$ cat src/rtl/branch_recovery_unit.sv
// branch_recovery_unit: registers resolved branches, issues predictor updates, squash and fetch redirect.
module branch_recovery_unit #(
  parameter int ADDR_WIDTH    = 32,
  parameter int ROB_IDX_WIDTH = 5,
  parameter int DRAIN_CYCLES  = 2
) (
  input  logic                     clk,
  input  logic                     rst_n,
  input  logic                     br_valid,
  input  logic [ROB_IDX_WIDTH-1:0] br_rob_idx,
  input  logic [ADDR_WIDTH-1:0]    br_pc,
  input  logic                     br_taken,
  input  logic [ADDR_WIDTH-1:0]    br_target,
  input  logic                     br_mispredict,
  input  logic [ROB_IDX_WIDTH-1:0] rob_head,
  input  logic                     ext_flush,
  output logic                     flush_valid,
  output logic [ROB_IDX_WIDTH-1:0] flush_rob_idx,
  output logic                     redirect_valid,
  output logic [ADDR_WIDTH-1:0]    redirect_pc,
  input  logic                     redirect_ready,
  output logic                     fetch_stall,
  output logic                     upd_valid,
  output logic [ADDR_WIDTH-1:0]    upd_pc,
  output logic                     upd_taken,
  output logic [ADDR_WIDTH-1:0]    upd_target
);
  typedef enum logic [1:0] {IDLE, REDIRECT, DRAIN} state_t;
  localparam int CW = DRAIN_CYCLES > 0 ? $clog2(DRAIN_CYCLES + 1) : 1;
  state_t state, state_d;
  logic [CW-1:0] cnt, cnt_d;
  logic [ROB_IDX_WIDTH-1:0] pend_idx, pend_d, fidx_d, age_br, age_pend;
  logic [ADDR_WIDTH-1:0] rpc_d, upc_d, utgt_d;
  logic rv_d, accept, mis;
  // Ages are distances from the ROB head, so they stay ordered across index wrap.
  assign age_br   = br_rob_idx - rob_head;
  assign age_pend = pend_idx - rob_head;
  assign accept   = br_valid && !ext_flush && (state == IDLE || age_br < age_pend);
  assign mis      = accept && br_mispredict;
  assign fidx_d   = mis ? br_rob_idx : '0;
  assign upc_d    = accept ? br_pc : '0;
  assign utgt_d   = accept ? br_target : '0;
  assign fetch_stall = state != IDLE;
  always_comb begin
    state_d = state;
    cnt_d   = cnt;
    pend_d  = pend_idx;
    rv_d    = redirect_valid;
    rpc_d   = redirect_pc;
    if (ext_flush) begin
      state_d = IDLE;
      cnt_d   = '0;
      pend_d  = '0;
      rv_d    = 1'b0;
      rpc_d   = '0;
    end else if (mis) begin
      state_d = REDIRECT;
      pend_d  = br_rob_idx;
      rv_d    = 1'b1;
      rpc_d   = br_target;
    end else if (state == REDIRECT && redirect_ready) begin
      state_d = DRAIN_CYCLES == 0 ? IDLE : DRAIN;
      cnt_d   = CW'(DRAIN_CYCLES);
      rv_d    = 1'b0;
      rpc_d   = '0;
    end else if (state == DRAIN) begin
      cnt_d   = cnt - 1'b1;
      state_d = cnt == CW'(1) ? IDLE : DRAIN;
    end
  end
  always_ff @(posedge clk) begin
    if (!rst_n) begin
      state          <= IDLE;
      cnt            <= '0;
      pend_idx       <= '0;
      flush_valid    <= 1'b0;
      flush_rob_idx  <= '0;
      redirect_valid <= 1'b0;
      redirect_pc    <= '0;
      upd_valid      <= 1'b0;
      upd_pc         <= '0;
      upd_taken      <= 1'b0;
      upd_target     <= '0;
    end else begin
      state          <= state_d;
      cnt            <= cnt_d;
      pend_idx       <= pend_d;
      flush_valid    <= mis;
      flush_rob_idx  <= fidx_d;
      redirect_valid <= rv_d;
      redirect_pc    <= rpc_d;
      upd_valid      <= accept;
      upd_pc         <= upc_d;
      upd_taken      <= accept && br_taken;
      upd_target     <= utgt_d;
    end
  end
endmodule

$ cat config.mk
export PLATFORM = sky130hd
export DESIGN_NAME = branch_recovery_unit
export DESIGN_NICKNAME = d
export VERILOG_FILES = /design/src/rtl/branch_recovery_unit.sv
export SDC_FILE = /design/constraint.sdc
export NUM_CORES = 1
export LEC_CHECK = 0
export ABC_AREA = 1
export ABC_CLOCK_PERIOD_IN_PS = 2240
export BUFFER_PORTS_ARGS = -buffer_cell sky130_fd_sc_hd__buf_2
export CORE_MARGIN = 2
export CORE_UTILIZATION = 40
export CTS_CLUSTER_DIAMETER = 80
export DETAILED_ROUTE_END_ITERATION = 10
export GPL_TIMING_DRIVEN = 1
export HOLD_SLACK_MARGIN = 0.15
export PLACE_DENSITY = 0.73
export RECOVER_POWER = 25
export SKIP_LAST_GASP = 1
export SLEW_MARGIN = 20
export SYNTH_ARGS = -nofsm -noshare
export SYNTH_HDL_FRONTEND = slang
export SYNTH_SLANG_ARGS = --single-unit
export TNS_END_PERCENT = 1
$ cat constraint.sdc
create_clock -name clk -period 2.24 [get_ports clk]
set_clock_uncertainty 0.05 [all_clocks]
set_input_delay 0.224 -clock clk [delete_from_list [all_inputs] [get_ports clk]]
set_output_delay 0.224 -clock clk [all_outputs]
set_load 0.01 [all_outputs]
==> summary.txt, run 1 <==
Timing
  • Final setup vio count: 113
  • Rel. slew slack: 72.9%
  • Min Tclk post-route: 2630 ps
  • Final worst slack: -393 ps
  • Max-slew violations: 0
  • Final hold violations: 0
  • Worst Tran Pin Value: 406 ps
  • Setup repair after global routing missed its margin: yes
  • Peak Freq: 380 MHz
  • Fin crit share: 118%
  • Hold WS: 384 ps

Clock network
  • CTS sink cnt: 114
  • Clk root buf: clkbuf_8
  • Worst-Skew Late Latency: 500 ps
  • CTS max path bufs: 2
  • Post-CTS Setup Bufs: 0
  • TritonCTS buffer count: 17
  • Clock transition at path regs: 60 ps
  • Number of H-tree levels: 4
  • CTS tree: built

Die
  • I/O pin count: 187
  • DIE AREA: 12,000 um^2
  • Core ar.: 10,900 um^2
  • Die X: 110 um
  • Initial core utilization: 41.0%
  • Row count: 38
  • Die span in y: 110 um

Synth
  • Synth Instances: 478
  • Post-synth top area cell: dfxtp_1
  • Main area contributors after synthesis: dfxtp_1 (51%), nor2_4 (13%), inv_1 (7.5%), nand2_1 (5.2%), a21oi_1 (5.0%)
  • Synth cell types: 22
  • Post-synth top area share: 51.1%
  • Mapped Avg Cell Area: 9.34 um^2
  • Share of the yosys chip area belonging to registers: 51.1%
  • Yosys warning count: 0
  • Yosys reg bits: 114
  • Synthesized Nets: 574
  • Post-Syn Area: 4470 um^2

Layout
  • Area Overhead vs Synth: 56.1%
  • # nets final: 862
  • Share of cells above drive strength 1: 35.6%
  • N_diodes: 0

Pwr
  • Maximum vdd drop: 0.335 mV
  • Power, Total: 5.20 mW
  • PwrDens: 745 nW/um^2
  • Leakage: 3.41 nW

Drt
  • DR vias/cell: 4.38
  • Post-DRT Antenna Nets: 0
  • WL final: 12,400 um
  • Post-DR wirelength/cell: 13.5 um
  • 1st-iter DRT viols: 162
  • DR DRC count: 0
  • Router iterations before antenna repair: 4
  • DR vias: 4,022

Placed design
  • GPL Wtd Cong: 0.774
  • Post-DP HPWL: 7690 um
  • Port Buf Inserts: 186

GRT
  • First-pass GRT wire length: 18,400 um
  • Vias in the first global route: 4,027
  • Grt ovf: 0
  • Largest net degree at the start of global routing: 38
  • Gr usage total: 20.1%
  • Initial antenna violation count: 0

Setup path
  • CP required: 2580 ps
  • CP Launch Type: flop
  • Worst setup EP type: flop
  • Kind of critical path: reg2reg
  • CP arrival: 2980 ps
  • CP Max Fanout: 10

Flow run
  • Max_cap viols: 0

Run status
  • Status: finished, violations left
  • Failing checks: setup timing

Worst hold path
  • Hold Crit Class: in2reg
==> sequential cells by signal, summed over array words and instances, names as in the netlist <==
name and flops:
redirect_pc 32, upd_pc 32, upd_target 32, flush_rob_idx 5
pend_idx 5, cnt 2, state 2, flush_valid 1
redirect_valid 1, upd_taken 1, upd_valid 1
==> Yosys cell counts <==
library cell	instances
fa_1	2
clkbuf_1	5
inv_1	89
ha_1	13
buf_12	5
nand3_1	40
buf_2	6
nor2_2	1
clkinv_2	1
inv_2	2
buf_4	1
nor2_1	23
nand3_2	1
nand2_1	62
xor2_1	3
o21ai_1	3
dfxtp_1	114
buf_6	4
xnor2_1	5
nor2_4	51
a21oi_1	45
nand2_2	2
==> cell type report <==
| cell class | count | area, um^2 |
|---|---|---|
| clock inverters | 11 | 114 |
| multi-input cells | 251 | 1650 |
| inverters | 92 | 353 |
| repair buffers | 290 | 1960 |
| clock buffers | 20 | 435 |
| fillers | 866 | 3920 |
| flip-flops and latches | 114 | 2280 |
| well taps | 140 | 175 |
==> per-stage QoR <==
| step | area (um^2) | setup TNS [ps] | cells | setup WS (ps) | utilization [%] |
|---|---|---|---|---|---|
| global placement | 5620 | -36690 | 809 | -376 | 51.6 |
| detailed placement | 5620 | -43080 | 809 | -442 | 51.6 |
| global route | 6970 | -54520 | 918 | -534 | 64.0 |
| CTS | 6960 | -36700 | 917 | -386 | 64.0 |
| floorplan | 4470 | -10870 | 478 | -147 | - |
| finish | 6970 | -37690 | 918 | -393 | 64.0 |
==> cells in the final DEF, fill, tap and decap left out, types with 20 or more instances in the layout <==
master,count
buf_2,160
dfxtp_1,114
inv_1,89
dlygate4sd3_1,76
nand2_1,62
nor2_4,51
a21oi_1,45
nand3_1,40
clkbuf_1,28
nor2_1,23
buf_4,20
==> worst max-delay path, stage by stage, from the launching register on <==
cell and delay (ps):
dfxtp_1 310, inv_1 60, ha_1 140, inv_1 70, fa_2 350, nand3_1 70
nand2_1 60, xnor2_1 130, ha_1 300, nand2_1 70, nor2_1 110, nand2_1 70
nand3_1 80, nand2_2 80, nand2_2 90, nor2_4 50, inv_6 150, buf_4 250
nor2_4 40
==> path summary, 6_finish.rpt <==
kind / startpoint / to / slack (ps) / depth (start not counted)
hold / removal: rob_head[0] / upd_valid / 380 / 9
setup reg to reg: pend_idx[0] / upd_pc[26] / -390 / 18
setup / recovery: pend_idx[0] / upd_pc[26] / -390 / 18
hold reg to reg: pend_idx[2] / pend_idx[2] / 410 / 2
==> kinds of logic after synthesis <==
family | Yosys count | share of synthesized area [%]
fa+ha+maj | 15 | 4.54
flops | 114 | 51.1
compound gates | 48 | 5.38
simple gates | 180 | 25.1
buf+inv | 113 | 12.3
xor+xnor | 8 | 1.57
==> power breakdown <==
group	internal [mW]	switching, mW
clock	1.59	0.909
combinational	0.297	0.307
sequential	2.08	0.0157
==> layer usage <==
metal | track usage (%) | routed length [um]
met2 | 37.2 | 6310
met3 | 5.87 | 820
met4 | 8.32 | 228
met1 | 21.1 | 5010
met5 | 0 | 0
==> timing repair <==
action	4_1_cts	5_1_grt
setup endpoints to repair	113	114
hold buffers	76	0
gates resized for setup	2	4
hold endpoints to repair	110	0
cloned	1	1
Power figures use the tool's default switching activity.
==> run 2, diff against run 1 <==
--- a/config.mk
+++ b/config.mk
@@ -5,8 +5,6 @@
 export SDC_FILE = /design/constraint.sdc
 export NUM_CORES = 1
 export LEC_CHECK = 0
-export ABC_AREA = 1
-export ABC_CLOCK_PERIOD_IN_PS = 2240
 export BUFFER_PORTS_ARGS = -buffer_cell sky130_fd_sc_hd__buf_2
 export CORE_MARGIN = 2
 export CORE_UTILIZATION = 40
@@ -14,8 +12,9 @@
 export DETAILED_ROUTE_END_ITERATION = 10
 export GPL_TIMING_DRIVEN = 1
 export HOLD_SLACK_MARGIN = 0.15
-export PLACE_DENSITY = 0.73
+export PLACE_DENSITY = 0.75
 export RECOVER_POWER = 25
+export REMOVE_ABC_BUFFERS = 1
 export SKIP_LAST_GASP = 1
 export SLEW_MARGIN = 20
 export SYNTH_ARGS = -nofsm -noshare
==> run 2 against run 1 <==
- the run still ends with setup timing left
- routed wire length rose by 4.1%
- final cell count fell by 11%
- synthesized area fell by 12%
- sequential share of layout area rose by 1.6 points
- non-clock buffer count fell by 3
- core utilization rose by 4.7 points
- via count fell by 4.9%
- synthesized cell count fell by 18%
- combinational power fell by 1%
- flip-flop and latch count did not move
==> summary.txt, run 2 <==
Run status
  • Status: finished, violations left
  • Failing checks: setup timing

Setup path
  • CP Max Fanout: 6 (-4)
  • CP arrival: 3240 ps (+260 ps)
  • CP Launch Type: flop
  • Reg2Reg Capture Point: upd_pc[9]
  • CP required: 2610 ps (+30 ps)
  • Critical Path End: upd_pc[9]
  • Critical path startpoint: pend_idx[0]
  • Worst r2r path cells: 16 (-2)
  • R2R Setup Slk: -630 ps (-240 ps)
  • Worst r2r src: pend_idx[0]
  • Worst setup EP type: flop
  • Kind of critical path: reg2reg

Synth
  • Most common cell in the netlist: dfxtp_1
  • Yosys warning count: 0 (unchanged)
  • Post-synth top area share: 57.9% (+6.8 points)
  • Commonest cells in the netlist: dfxtp_1 (114), and2_1 (67), a21oi_1 (43), nand2_1 (43), nand3_1 (35)
  • Synth Instances: 390 (-18%)
  • Post-Syn Area: 3940 um^2 (-12%)
  • Yosys reg bits: 114 (unchanged)
  • Share of the yosys chip area belonging to registers: 57.9% (+6.8 points)
  • Main area contributors after synthesis: dfxtp_1 (58%), and2_1 (11%), a21oi_1 (5.5%), nand3_1 (4.4%), ha_1 (4.1%)
  • Post-synth top area cell: dfxtp_1
  • Mapped Avg Cell Area: 10.1 um^2 (+8.1%)
  • Synth cell types: 31 (+41%)
  • Post-synth top flop: dfxtp_1
  • Post-synth EDFFs: 0 (unchanged)
  • Ys async rst share: 0% (unchanged)

Timing
  • Final worst slack: -630 ps (-237 ps)
  • Final setup vio count: 114 (+0.88%)
  • Setup repair after global routing missed its margin: yes
  • Max-slew violations: 0 (unchanged)
  • Rel. slew slack: 62.5% (-10 points)
  • Fin crit share: 128% (+11 points)
  • Peak Freq: 348 MHz (-8.2%)
  • Final hold violations: 0 (unchanged)
  • Min Tclk post-route: 2870 ps (+237 ps)
  • Worst Tran Pin Value: 560 ps (+154 ps)

Placed design
  • Port Buf Inserts: 186 (unchanged)
  • GPL Wtd Cong: 0.793 (+2.6%)
  • Placed Area: 5110 um^2 (-9.1%)
  • Placed cells: 706 (-13%)
  • Post-DP HPWL: 7260 um (-5.6%)

Clock network
  • Clock transition at path regs: 60 ps (about the same)
  • CTS tree: built
  • CTS max path bufs: 2 (unchanged)
  • Number of H-tree levels: 4 (unchanged)
  • CTS sink cnt: 114 (unchanged)
  • Worst-Skew Late Latency: 490 ps (about the same)
  • TritonCTS buffer count: 17 (unchanged)
  • Clk root buf: clkbuf_8

GRT
  • Largest net degree at the start of global routing: 45 (+18%)
  • Vias in the first global route: 3,809 (-5.4%)
  • Grt ovf: 0 (unchanged)
  • Gr usage total: 22.6% (+2.6 points)
  • Initial antenna violation count: 0 (unchanged)
  • First-pass GRT wire length: 18,300 um (-0.60%)

Die
  • Core ar.: 9680 um^2 (-11%)
  • Initial core utilization: 40.7% (-0.33 points)
  • Die span in y: 103 um (-5.8%)
  • DIE AREA: 10,700 um^2 (-11%)
  • Die X: 103 um (-5.8%)
  • Row count: 36 (-5.3%)
  • I/O pin count: 187 (unchanged)

Drt
  • Post-DR wirelength/cell: 15.7 um (+17%)
  • DR vias: 3,825 (-4.9%)
  • Router iterations before antenna repair: 4 (unchanged)
  • DR DRC count: 0 (unchanged)
  • DR vias/cell: 4.67 (+6.6%)
  • Post-DRT Antenna Nets: 0 (unchanged)
  • WL final: 12,900 um (+4.1%)
  • 1st-iter DRT viols: 90 (-44%)

Layout
  • # nets final: 769 (-11%)
  • Commonest non-fill, non-tap cell in the layout: buf_2
  • Final Instance Area: 6660 um^2 (-4.5%)
  • N_diodes: 0 (unchanged)
  • Area Overhead vs Synth: 69.0%
  • Largest regs: redirect_pc (32), upd_pc (32), upd_target (32)
  • Share of cells above drive strength 1: 36.2% (+0.55 points)
  • Final cell count without fillers: 819 (-11%)
  • Commonest cells after routing, fill and taps aside: buf_2 (160), dfxtp_1 (113), dlygate4sd3_1 (73)

Worst hold path
  • Hold Crit Class: in2reg

Pwr
  • PwrDens: 814 nW/um^2 (+9.2%)
  • Maximum vdd drop: 0.415 mV (+24%)
  • Leakage: 3.07 nW (-10%)

Flow run
  • Max_cap viols: 0 (unchanged)
[run 2: cell count changes after synthesis, sizes merged, moves of 4 or more]
cell,delta
and3,+5
nor2,-73
nand3,-6
inv,-80
nand2,-21
a21o,+4
and2,+67
[run 2: what timing repair did]
action	4_1_cts	5_1_grt
setup buffers	3	1
cloned	1	4
resized for setup	9	21
endpoints found under the setup margin	114	114
endpoints found under the hold margin	109	0
hold buffers	73	0
pin swaps	8	15
[run 2: cell families after synthesis]
family	after synthesis	share of synthesized area, %
fa+ha+maj	15	5.14
flops	114	57.9
buf+inv	34	4.80
simple gates	159	21.4
compound gates	60	8.92
xor+xnor	8	1.78
[run 2: worst min path at each step]
stage	startpoint	end	slack, ps	depth (start not counted)
4_1_cts	br_valid	pend_idx[0]	280	6
3_3_place_gp	br_pc[26]	upd_pc[26]	380	2
6_report	br_valid	redirect_pc[25]	270	6
3_5_place_dp	br_pc[0]	upd_pc[0]	380	2
2_1_floorplan	rst_n	flush_valid	300	1
5_1_grt	br_valid	pend_idx[1]	270	6
[run 2: per-stage QoR]
| step | TNS [ps] | hold slack [ps] | power [mW] | util [%] | worst slack (ps) |
|---|---|---|---|---|---|
| 6_report | -65480 | 269 | 5.42 | 68.8 | -630 |
| 5_1_grt | -83180 | 266 | 5.62 | 68.8 | -784 |
| 4_1_cts | -67750 | 284 | 5.41 | 67.3 | -668 |
| 3_5_place_dp | -81960 | 378 | 2.57 | 52.8 | -801 |
| 3_3_place_gp | -70210 | 378 | 2.56 | 52.8 | -672 |
| 2_1_floorplan | -121660 | 296 | 2.33 | - | -1330 |
[run 2: area by class of cell]
type	instances	area, um^2
repair buffers	287	1990
flip-flops and latches	114	2280
inverters	11	41.3
multi-input cells	242	1570
clock buffers	18	428
clock inverters	14	178
fillers	734	3030
well taps	133	166
[run 2: where the power goes]
group          internal (mW)  total, mW  switching (mW)
sequential              2.08       2.09          0.0173
combinational          0.326      0.598           0.272
clock                   1.74       2.73           0.992
[run 2: metal layers]
layer	part of all wire, %	track usage, %	up-vias	routed length, um
met1	40	24.2	1789	5130
met4	2.9	10.5	0	367
met2	50	39.7	149	6460
met5	0	0	-	0
met3	7.1	8.47	33	913
li1	-	-	1854	-
[run 2: critical path, cell delays in order (launching register included)]
cell and delay (ps):
dfxtp_2 320, inv_2 60, ha_4 130, inv_2 40, fa_2 350, buf_4 140
xnor2_1 140, ha_1 260, a21oi_1 120, o21ai_1 80, buf_4 140, buf_4 130
a41o_1 260, nor2_4 130, buf_12 150, buf_12 110, and2_1 180
==> run 3, diff against run 2 <==
--- a/config.mk
+++ b/config.mk
@@ -6,7 +6,6 @@
 export NUM_CORES = 1
 export LEC_CHECK = 0
 export BUFFER_PORTS_ARGS = -buffer_cell sky130_fd_sc_hd__buf_2
-export CORE_MARGIN = 2
 export CORE_UTILIZATION = 40
 export CTS_CLUSTER_DIAMETER = 80
 export DETAILED_ROUTE_END_ITERATION = 10
==> run 3 against run 2 <==
- the flow still finishes with violations (setup timing)
- via count is 0.94% higher
- clock power down 9.5%
- routed wire length decreased by 4.6%
- worst hold slack improved by 28 ps
- cell area shrank 2.6%
- final cell count is 0.85% lower
- sequential power hardly changed
- clock-buffer cell count is 1 lower
- core utilization up 0.43 points
- flip-flop and latch count stayed put
- critical path depth decreased by 1
- maximum frequency increased by 0.93%
- critical path type unchanged
- highest routed layer unchanged
==> summary.txt, run 3 (synthesized netlist as in run 2, its figures left out) <==
Setup path
  • CP required: 2560 ps (-50 ps)
  • CP arrival: 3160 ps (-80 ps)
  • Kind of critical path: reg2reg
  • Worst r2r src: pend_idx[0]
  • CP Launch Type: flop
  • Worst setup EP type: flop
  • CP Max Fanout: 5 (-1)
  • Critical path startpoint: pend_idx[0]

Timing
  • Hold WS: 297 ps (+28.0 ps)
  • Fin crit share: 127% (-1.2 points)
  • Peak Freq: 352 MHz (+0.93%)
  • Max-slew violations: 0 (unchanged)
  • Min Tclk post-route: 2840 ps (-26.5 ps)
  • Final worst slack: -603 ps (+26.5 ps)
  • Worst Tran Pin Value: 463 ps (-96.8 ps)
  • Setup TNS: -56,090 ps (+9390 ps)
  • Final hold violations: 0 (unchanged)
  • Rel. slew slack: 69.1% (+6.6 points)
  • Final setup vio count: 114 (unchanged)
  • Setup repair after global routing missed its margin: yes

Clock network
  • CTS sink cnt: 114 (unchanged)
  • Clock transition at path regs: 60 ps (about the same)
  • CTS tree: built
  • CTS max path bufs: 2 (unchanged)
  • Clk root buf: clkbuf_8
  • Number of H-tree levels: 4 (unchanged)
  • Worst-Skew Late Latency: 500 ps (about the same)
  • TritonCTS buffer count: 17 (unchanged)

Layout
  • Area Overhead vs Synth: 64.6%
  • # nets final: 766 (-0.39%)
  • Share of cells above drive strength 1: 34.4% (-1.7 points)
  • Largest regs: redirect_pc (32), upd_pc (32), upd_target (32)
  • Final cell count without fillers: 812 (-0.85%)
  • Commonest non-fill, non-tap cell in the layout: buf_2
  • N_diodes: 0 (unchanged)
  • Final Instance Area: 6480 um^2 (-2.6%)
  • Commonest cells after routing, fill and taps aside: buf_2 (160), dfxtp_1 (113), dlygate4sd3_1 (73)

Drt
  • Post-DR wirelength/cell: 15.1 um (-3.7%)
  • DR DRC count: 0 (unchanged)
  • Router iterations before antenna repair: 4 (unchanged)
  • DR vias/cell: 4.75 (+1.8%)
  • Post-DRT Antenna Nets: 0 (unchanged)
  • WL final: 12,300 um (-4.6%)
  • 1st-iter DRT viols: 101 (+12%)
  • DR vias: 3,861 (+0.94%)

Run status
  • Failing checks: setup timing
  • Status: finished, violations left

Die
  • Initial core utilization: 42.0% (+1.4 points)
  • Core ar.: 9370 um^2 (-3.2%)
  • Die span in y: 101 um (-1.9%)
  • Row count: 35 (-2.8%)
  • DIE AREA: 10,300 um^2 (-3.8%)
  • I/O pin count: 187 (unchanged)
  • Die X: 101 um (-1.9%)

Pwr
  • Sw frac: 24.8% (+1.2 points)
  • NetSw: 1.27 mW (-0.60%)
  • Maximum vdd drop: 0.488 mV (+18%)
  • Power, Total: 5.13 mW (-5.4%)
  • Clk pwr share: 48.2% (-2.2 points)
  • PwrDens: 791 nW/um^2 (-2.8%)
  • Pint: 3.86 mW (-6.9%)
  • Reg power frac: 40.8% (+2.2 points)
  • Combinational share of power: 11.0% (about the same)
  • Leakage: 3.00 nW (-2.3%)

Placed design
  • Post-DP HPWL: 7190 um (-1.0%)
  • Port Buf Inserts: 186 (unchanged)
  • Placed Area: 5100 um^2 (-0.15%)
  • Placed cells: 702 (-0.57%)
  • GPL Wtd Cong: 0.748 (-5.7%)

Flow run
  • Max_cap viols: 0 (unchanged)

GRT
  • Vias in the first global route: 3,818 (+0.24%)
  • Initial antenna violation count: 0 (unchanged)
  • Grt ovf: 0 (unchanged)
  • Gr usage total: 23.8% (+1.2 points)
  • First-pass GRT wire length: 18,400 um (+0.60%)
  • Largest net degree at the start of global routing: 40 (-11%)

Worst hold path
  • Hold Crit Class: in2reg
  • Min-delay src: br_valid
run 3: cell types whose count changed in the layout (fill, tap and decap cells not counted), moves of 3 or more:
cell,previous run,this run
nand2_1,38,43
nand2_2,3,0
a21oi_1,30,37
a21oi_2,13,6
clkinv_2,1,4
clkbuf_16,20,16
run 3: layout make-up:
class                      instances  area [um^2]
sequential                       114         2280
fill                             712         2890
multi-input combinational        242         1530
timing repair buffer             284         1920
tap                              129          161
clock buffer                      17          414
clock inverter                    15          133
inverter                          11         41.3
run 3: worst paths after layout:
kind,cells past startpoint,slack (ps),end
worst max-delay path,15,-600,cnt[1]
worst min-delay path,5,300,upd_valid
worst max register to register,15,-600,cnt[1]
worst min register to register,2,400,redirect_valid
run 3: routing by layer:
metal	vias up	global-route usage [%]	wire (um)
li1	1845	-	-
met2	165	45.0	6330
met5	-	0	0
met1	1821	24.1	4800
met3	30	6.69	808
met4	0	11.1	350
run 3: critical path, cell delays in order (launching register included):
cell and delay (ps):
dfxtp_2 330, inv_2 60, ha_4 120, inv_2 40, fa_2 330, a21o_1 180
a21oi_2 150, xnor2_1 130, ha_1 270, a21oi_2 180, o2111ai_2 160, a41oi_4 270
buf_12 150, buf_6 110, o21ai_2 50, nor3b_2 150
run 3: through the flow:
stage	util (%)	worst slack (ps)
after floorplan	-	-1330
after global placement	54.4	-658
after detailed placement	54.4	-761
after CTS	69.1	-587
after global routing	69.2	-768
final	69.2	-603
run 3: what timing repair did:
action / 4_1_cts / 5_1_grt
pin swaps: 9 / 8
setup buffers: 3 / 1
hold buffers: 73 / 0
endpoints found under the setup margin: 114 / 114
hold endpoints to repair: 109 / 0
gates cloned: 1 / 0
resized for setup: 15 / 8
run 3: power by group through the flow:
| stage | registers, mW | clock network (mW) | logic (mW) |
|---|---|---|---|
| 2_1_floorplan | 2.16 | 0 | 0.170 |
| 6_report | 2.09 | 2.47 | 0.566 |
| 3_3_place_gp | 2.13 | 0 | 0.417 |
| 5_1_grt | 2.10 | 2.60 | 0.613 |
| 4_1_cts | 2.09 | 2.52 | 0.555 |
| 3_5_place_dp | 2.14 | 0 | 0.431 |
